==> src/rtl/sme_feeder.sv <==
// Purpose: buffers host string/pattern records in a FIFO and replays each job
//          (optional string record + one pattern record) to the string-matching
//          engine as a gap-free isstring/ispattern/chardata burst, then waits for
//          the matcher's valid and counts completed jobs.
// Latency: pattern last byte written at edge N -> first job byte on chardata after
//          edge N+1; one byte per cycle thereafter.
// Backpressure: in_ready = !fifo_full; a write while full is refused even if a pop
//          happens in the same cycle. Over-limit record bytes are accepted and dropped.
// Ports:
//   clk, reset (async, active-high)
//   in_valid/in_ready/in_data/in_kind/in_last : host byte stream (kind 0=string, 1=pattern)
//   chardata/isstring/ispattern               : registered burst towards the matcher
//   sme_valid                                 : matcher result valid
//   busy, jobs_done, err_trunc                : status

module sme_feeder #(
    parameter int DEPTH   = 64,
    parameter int STR_MAX = 32,
    parameter int PAT_MAX = 8
) (
    input  logic        clk,
    input  logic        reset,
    input  logic        in_valid,
    output logic        in_ready,
    input  logic [7:0]  in_data,
    input  logic        in_kind,
    input  logic        in_last,
    output logic [7:0]  chardata,
    output logic        isstring,
    output logic        ispattern,
    input  logic        sme_valid,
    output logic        busy,
    output logic [15:0] jobs_done,
    output logic        err_trunc
);

    localparam int AW = $clog2(DEPTH);
    localparam int LW = $clog2(STR_MAX + PAT_MAX + 1);

    typedef enum logic [1:0] {
        IDLE  = 2'd0,
        SEND  = 2'd1,
        GUARD = 2'd2,
        WAIT  = 2'd3
    } state_t;

    // FIFO storage: {kind, last, data}
    logic [9:0]    mem [DEPTH];
    logic [AW:0]   wr_ptr;
    logic [AW:0]   rd_ptr;
    logic [AW:0]   fill;
    logic          fifo_full;
    logic          fifo_empty;
    logic [9:0]    head;
    logic [AW-1:0] prev_idx;

    // ingest tracking
    logic [LW-1:0] len;
    logic          kind_q;
    logic          first;
    logic          cur_kind;
    logic [LW-1:0] lim;
    logic          accept;
    logic          drop;
    logic          wr_en;
    logic          fix_last;
    logic          pat_inc;
    logic          pat_dec;
    logic [AW:0]   pat_cnt;

    // replay FSM
    state_t        state_q;
    state_t        state_d;
    logic          pop;
    logic          job_inc;
    logic          drv_last;

    assign fill       = wr_ptr - rd_ptr;
    assign fifo_full  = (fill == (AW+1)'(DEPTH));
    assign fifo_empty = (wr_ptr == rd_ptr);
    assign in_ready   = !fifo_full;
    assign head       = mem[rd_ptr[AW-1:0]];
    assign prev_idx   = wr_ptr[AW-1:0] - AW'(1);

    assign accept   = in_valid && in_ready;
    assign first    = (len == '0);
    // kind is taken from the bus only on a record's first byte
    assign cur_kind = first ? in_kind : kind_q;
    assign lim      = cur_kind ? LW'(PAT_MAX) : LW'(STR_MAX);
    // len saturates at the limit, so every further byte of the record is dropped
    assign drop     = (len >= lim);
    assign wr_en    = accept && !drop;
    assign fix_last = accept && drop && in_last;
    // a pattern record completes either by writing its last byte or by the
    // last-bit rewrite of a truncated record
    assign pat_inc  = accept && in_last && cur_kind;
    assign pat_dec  = pop && head[9] && head[8];

    always_ff @(posedge clk) begin
        if (wr_en) begin
            mem[wr_ptr[AW-1:0]] <= {cur_kind, in_last, in_data};
        end else if (fix_last) begin
            // The rewritten entry cannot have been popped yet: nothing of an
            // unfinished record leaves the FIFO until a later pattern last exists.
            mem[prev_idx][8] <= 1'b1;
        end
    end

    always_ff @(posedge clk or posedge reset) begin
        if (reset) begin
            wr_ptr    <= '0;
            rd_ptr    <= '0;
            len       <= '0;
            kind_q    <= 1'b0;
            pat_cnt   <= '0;
            err_trunc <= 1'b0;
        end else begin
            if (wr_en) begin
                wr_ptr <= wr_ptr + (AW+1)'(1);
            end
            if (pop) begin
                rd_ptr <= rd_ptr + (AW+1)'(1);
            end
            if (accept) begin
                if (first) begin
                    kind_q <= in_kind;
                end
                if (in_last) begin
                    len <= '0;
                end else if (!drop) begin
                    len <= len + LW'(1);
                end
                if (drop) begin
                    err_trunc <= 1'b1;
                end
            end
            case ({pat_inc, pat_dec})
                2'b10:   pat_cnt <= pat_cnt + (AW+1)'(1);
                2'b01:   pat_cnt <= pat_cnt - (AW+1)'(1);
                default: pat_cnt <= pat_cnt;
            endcase
        end
    end

    // A job launches only once its pattern last is resident, so SEND never
    // finds the FIFO empty. drv_last marks that the byte currently on the
    // outputs closes the job; SEND then stops popping and moves on.
    always_comb begin
        state_d = state_q;
        pop     = 1'b0;
        job_inc = 1'b0;
        case (state_q)
            IDLE: begin
                if (pat_cnt != '0) begin
                    pop     = 1'b1;
                    state_d = SEND;
                end
            end
            SEND: begin
                if (drv_last) begin
                    state_d = GUARD;
                end else begin
                    pop = 1'b1;
                end
            end
            GUARD: begin
                // matcher still updating its state; its valid is not trusted here
                state_d = WAIT;
            end
            WAIT: begin
                if (sme_valid) begin
                    job_inc = 1'b1;
                    state_d = IDLE;
                end
            end
            default: state_d = IDLE;
        endcase
    end

    always_ff @(posedge clk or posedge reset) begin
        if (reset) begin
            state_q   <= IDLE;
            chardata  <= 8'd0;
            isstring  <= 1'b0;
            ispattern <= 1'b0;
            drv_last  <= 1'b0;
            jobs_done <= 16'd0;
        end else begin
            state_q <= state_d;
            if (pop) begin
                chardata  <= head[7:0];
                isstring  <= !head[9];
                ispattern <= head[9];
                drv_last  <= head[9] && head[8];
            end else begin
                chardata  <= 8'd0;
                isstring  <= 1'b0;
                ispattern <= 1'b0;
                drv_last  <= 1'b0;
            end
            if (job_inc) begin
                jobs_done <= jobs_done + 16'd1;
            end
        end
    end

    assign busy = (state_q != IDLE);

endmodule

==> config.mk <==
export PLATFORM = sky130hd
export DESIGN_NAME = sme_feeder
export DESIGN_NICKNAME = d
export VERILOG_FILES = /design/src/rtl/sme_feeder.sv
export SDC_FILE = /design/constraint.sdc
export NUM_CORES = 1
export LEC_CHECK = 0
export BUFFER_PORTS_ARGS = -buffer_cell sky130_fd_sc_hd__buf_4
export CAP_MARGIN = 10
export CORE_MARGIN = 1
export CORE_UTILIZATION = 30
export CTS_CLUSTER_DIAMETER = 60
export DETAILED_ROUTE_END_ITERATION = 16
export GPL_TIMING_DRIVEN = 0
export HOLD_SLACK_MARGIN = 0.15
export PLACE_DENSITY = 0.45
export SKIP_LAST_GASP = 1
export SLEW_MARGIN = 10
export SYNTH_ARGS = -nofsm -noshare
export SYNTH_HDL_FRONTEND = slang
export SYNTH_SLANG_ARGS = --single-unit
==> constraint.sdc <==
create_clock -name clk -period 6.93 [get_ports clk]
set_clock_uncertainty 0.1 [all_clocks]
set_input_delay 1.0395 -clock clk [delete_from_list [all_inputs] [get_ports clk]]
set_output_delay 1.0395 -clock clk [all_outputs]
set_load 0.03 [all_outputs]
# [Word-level counts from Yosys, hierarchy flattened]
# Memories as Yosys holds them, arrays and structs flattened.
# Cells that the tools add are included.
[totals] ff_bits=58 ramBits=640 input_bits=14 out_inout_bits=29 memories=1
[memory_table] memory="mem" depth=64 width=10 rd=1 rd_clocked_by_memory_dff=0 wr=1 line_no="48" rtl="logic [9:0] mem [DEPTH];"
[classes] add_sub_neg=8 order_cmp=1 n_eq_ne=10 mux=26 reduce_logical=21
[ops] op="$mux 6" n=4
[ops] op="$add 7x1->7 const B" n=3
[ops] op="$add 16x1->16 const B" n=1
[ops] op="$pmux 7 s2" n=1
[ops] op="$mux 1" n=13
[ops] op="$mux 10" n=1
[ops] op="$reduce_or 10->1" n=1
[ops] op="$logic_and 1x1->1" n=9
[ops] op="$mux 2" n=4
[ops] op="$mux 8" n=1
[ops] op="$ne 2x2->1 const B" n=4
[ops] op="$pmux 2 s4" n=1
[ops] op="$eq 7x7->1 const B" n=1
[ops] op="$reduce_bool 7->1" n=1
[ops] op="$sub 7x1->7 const B" n=1
[ops] op="$sub 7x7->7" n=1
[ops] op="$add 6x1->6 const B" n=1
[ops] op="$eq 2x2->1 const B" n=3
[ops] op="$ge 6x6->1" n=1
[ops] op="$logic_not 6->1" n=1
[ops] op="$sub 6x1->6 const B" n=1
[ops] op="$eq 2x1->1 const B" n=2
[ops] op="$reduce_and 2->1" n=2
[ops] op="$reduce_bool 2->1" n=2
[ops] op="other kinds (4)" n=6

# [Longest topological paths before layout]
[depth] word_depth=11 ltp_mapped=22

# [Worst setup path after synthesis]
# No wires, ideal clock.
[synth_timing] path_kind="flip-flop to flip-flop" from="reg, netlist name rd_ptr[2]" to="mem mem[0][9], data pin" setup_time_ns=0.500 arrival_ns=4.285 required_time_ns=6.330 slack_ns=2.046 stages_incl_launch_ff=10 n_path_buf=2 synth_period_minus_slack_ns=4.884 cell_sequence="dfrtp_1 clkbuf_1 inv_2 clkbuf_1 ha_1 o32a_1 or4_4 nor3_4 nor2_2 nor2_1"
[synth_lines] item="end, declared" line_no="48"

# [Final worst setup path]
[layout_timing] from="reg rd_ptr[3]" to="reg pat_cnt[6]"
[layout_between] elab_chain_cells=8 word_cells_on_any_way=13 classes_between="add/sub: 1; eq/ne: 3; mux: 1; reduce/logical: 7; memory: 1"
[layout_lines] item="start, declared" line_no="50" rtl="logic [AW:0] rd_ptr;"
[layout_lines] item="start signal, assigned" line_no="122" rtl="rd_ptr <= rd_ptr + (AW+1)'(1);"
[layout_lines] item="$sub 7x7->7" line_no="78" rtl="assign fill = wr_ptr - rd_ptr;"
[layout_lines] item="$eq 7x7->1" line_no="79" rtl="assign fifo_full = (fill == (AW+1)'(DEPTH));"
[layout_lines] item="$logic_not 1->1" line_no="81" rtl="assign in_ready = !fifo_full;"
[layout_lines] item="$logic_and 1x1->1" line_no="85" rtl="assign accept = in_valid && in_ready;"
[layout_lines] item="$logic_and 1x1->1 (2 in series)" line_no="96" rtl="assign pat_inc = accept && in_last && cur_kind;"
[layout_lines] item="$eq 2x1->1 or $eq 2x2->1 (tied branches)" line_no="137" rtl="case ({pat_inc, pat_dec})"
[layout_lines] item="$pmux 7 s2 or $reduce_bool 2->1 (tied branches)"
[layout_lines] item="end signal, assigned" line_no="138" rtl="2'b10: pat_cnt <= pat_cnt + (AW+1)'(1);"
[layout_lines] item="end signal, assigned" line_no="139" rtl="2'b01: pat_cnt <= pat_cnt - (AW+1)'(1);"
[layout_lines] item="end signal, assigned" line_no="140" rtl="default: pat_cnt <= pat_cnt;"
[layout_lines] item="end, declared" line_no="69" rtl="logic [AW:0] pat_cnt;"
# Parallel ways exist; a longest one is shown, timed or not.
# A chain may end at the register's enable or synchronous reset.

==> summary.md <==
| Metric | Value |
|---|---|
| Logic pwr share | `34.5%` |
| Share of layout cells above drive strength 1 | `29.3%` |
| Filler instances | `8782` |
| Final std cells w/o fill | `2963` |
| Routed Antenna Nets | `0` |
| HP Class | `input pin to async pin` |
| Area taken by multi-input logic gates | `7650 um^2` |
| Place WS | `191 ps` |
| Final Hold Viols | `0` |
| Post-DP Area | `31100 um^2` |
| Global Route met3 Usage | `2.29%` |
| First-pass GRT wire length | `114000 um` |
| Final setup fails | `0` |
| Fin area | `33800 um^2` |
| Final period util | `93.0%` |
| Reg area | `20700 um^2` |
| GPL Wtd Cong | `0.823` |
| Reg clk slew, reported paths | `60 ps` |
| # placed instances | `2814` |
| Post-synthesis compound-gate area fraction | `2.26%` |
| Synth cell types | `65` |
| Hold Slack | `268 ps` |
| Total gr overflow | `0` |
| Initial antenna violation count | `1` |
| Switching Fraction | `34.3%` |
| Layer with the highest usage | `met2` |
| Clock tree sinks | `698` |
| R2R cell count | `20` |
| Cell count after synthesis | `1483` |
| Layout area overhead | `18.2%` |
| Worst EP arrival | `6900 ps` |
| Mapped Nets | `1522` |
| Leakage | `10.9 nW` |
| Seq/Total Area, Yosys | `72.2%` |
| CTS root buf | `clkbuf_16` |
| Synth warn | `0` |
| Setup crit end kind | `flip-flop` |
| DR iter-0 viols | `1417` |
| RSZ-0062 raised after global routing | `no` |
| Post-synthesis simple-gate area fraction | `5.11%` |
| Post-synth top area share | `67.1%` |
| Met1 usage | `23.2%` |
| P_int | `9.58 mW` |
| N_diodes | `0` |
| Drt wl/cell | `26.3 um` |
| Met2 GRT Util | `26.1%` |
| F_max | `0.155 GHz` |
| Reg2Reg Setup Slack | `480 ps` |
| Largest family of logic cells by synthesized area | `multiplexers` |
| Post-Route WL | `78000 um` |
| Max-cap viol count | `0` |
| Die Span Y | `311 um` |
| Synth Area in Adders | `1.12%` |
| Post-layout util | `36.0%` |
| XOR/XNOR Fraction of Synth Area | `1.25%` |
| Mux contribution to synthesized area | `16.4%` |
| Post-synth top area cell | `edfxtp_1` |
| CORE AREA | `93900 um^2` |
| Post-CTS Setup Bufs | `0` |
| EDFF count, synth | `640` |
| Post-Syn Area | `28600 um^2` |
| Starting Density | `30.5%` |
| DIE AREA | `96700 um^2` |
| Tmin final | `6450 ps` |
| Seq cells post-synth | `698` |
| Avg Vias per Cell | `5.05` |
| Total number of vias | `15000` |
| Synthesized area per cell | `19.3 um^2` |
| Drt drc | `0` |
| Power share of the clock group | `30.1%` |
| Setup total negative slack | `0 ps` |
| WP data required | `7380 ps` |
| CP Class | `flip-flop to flip-flop` |
| Area contributors post-synth | `edfxtp_1 (67%), mux4_2 (15%), dfrtp_1 (5.1%)` |
| Switch Pwr | `5.01 mW` |
| Num ports | `43` |
| First-pass DRT Iterations | `6` |
| CTS tree | `done` |
| Vias in the first global route | `15400` |
| # nets final | `1684` |
| Clock tree buffer depth | `3` |
| Asr flop ratio synth | `8.31%` |
| Worst slew pin tran | `1380 ps` |
| Die W | `311 um` |
| Overall power | `14.6 mW` |
| Reg power frac | `35.4%` |
| Total GRT Usage | `16.3%` |
| Final Max Tran Viols | `0` |
| Startpoint class of the critical path | `flip-flop` |
| Worst setup margin | `485 ps` |
| Max VDD drop | `0.000160 V` |
| Clock latency on the worst-skew pair | `630 ps` |
| Synth Flop Type | `edfxtp_1` |
| Critical R2R Capture | `pat_cnt[6]$_DFFE_PP0P_` |
| Critical path origin | `rd_ptr[3]$_DFFE_PP0P_` |
| H-tree levels | `3` |
| Hpwl dp | `53300 um` |
| Max Fanout on Critical Path | `10` |
| TritonCTS Buffers | `83` |
| Pin count of the biggest net entering global routing | `65` |
| Port buffer count | `42` |
| Status | `finished clean` |
| Reg-to-reg critical path startpoint | `rd_ptr[3]$_DFFE_PP0P_` |
| Pwr/cell area | `431 nW/um^2` |
| Max-slew headroom | `8.20%` |
| # rows | `112` |
## area by class of cell
cell class	instances	area share [%]
Timing Repair Buffer	77	2.13
Inverter	27	0.307
Multi-Input combinational cell	681	22.6
Clock inverter	53	1.71
Sequential cell	698	61.1
Clock buffer	96	6.34
Tap cell	1254	4.64
Buffer	77	1.17
## cell families (layout without fill, tap and decap cells)
family	after synthesis	count (layout)
flops	698	698
simple gates	309	309
mux	223	223
buf+inv	104	330
compound gates	83	83
xor+xnor	41	41
fa+ha+maj	25	25
## layout by cell type, fill, tap and decap left out, drive strengths merged, types with 25 or more instances in the layout
cell,count
xnor2,33
mux2i,25
nor2,121
edfxtp,640
nor3,63
mux4,196
clkinv,30
clkbuf,135
dfrtp,58
inv,37
nand2,47
buf,115
## cells in the mapped netlist (8+ instances only)
master,instances
xor2_1,8
o21ai_0,17
edfxtp_1,640
buf_2,24
mux4_2,196
a21oi_1,12
dfrtp_1,58
nor2_1,118
nand2_1,47
mux2i_1,25
inv_1,25
and2_1,11
ha_1,24
o22ai_1,8
buf_6,9
nand3_1,17
nor2b_1,9
nand4_1,11
xnor2_1,33
clkbuf_1,39
nor3_1,61
## layer usage
layer | vias up | part of all wire (%)
li1 | 6336 | -
met2 | 427 | 48
met4 | 0 | 1.8
met5 | - | 0
met3 | 83 | 4.7
met1 | 8115 | 46
## repair_timing
item                       4_1_cts  5_1_grt
hold buffers                     0        0
setup endpoints to repair        0        1
resized for setup                0        3
## registers in the layout, indices dropped and copies added (netlist names)
| name | count |
|---|---|
| kind_q | 1 |
| jobs_done | 16 |
| drv_last | 1 |
| err_trunc | 1 |
| mem | 640 |
| pat_cnt | 7 |
| wr_ptr | 7 |
| isstring | 1 |
| state_q | 2 |
| ispattern | 1 |
| chardata | 8 |
| len | 6 |
| rd_ptr | 7 |
## how the worst max path moves through the flow
stage | to | slack (ps) | cells after the start
6_report | pat_cnt[6]$_DFFE_PP0P_ | 480 | 20
5_1_grt | pat_cnt[6]$_DFFE_PP0P_ | 150 | 20
4_1_cts | pat_cnt[6]$_DFFE_PP0P_ | 180 | 21
3_5_place_dp | pat_cnt[6]$_DFFE_PP0P_ | 190 | 21
3_3_place_gp | mem[21][9]$_DFFE_PP_ | -860 | 11
2_1_floorplan | mem[0][9]$_DFFE_PP_ | 2050 | 9
## critical path, stage by stage (launching register included)
cell and delay, ps:
dfrtp_1 320, clkbuf_1 490, buf_1 920, inv_1 280
ha_1 470, nor3b_1 80, o32a_1 340, or4_4 510
o31ai_1 480, buf_2 330, nor2_1 170, nand2_1 120
ha_1 320, ha_1 320, nor2b_1 150, o21a_1 180
o21ai_0 150, nand2b_1 70, a21oi_1 180, mux2i_1 250
xnor2_1 140
## power groups by stage
stage	clock network, mW	registers (mW)	logic [mW]
floorplan	0	5.28	3.14
finish	4.38	5.17	5.03
global placement	0	5.29	4.95
detailed placement	0	5.26	5.10
global route	4.64	5.19	5.38
CTS	4.48	5.17	5.12
(Power assumes the default switching activity.)
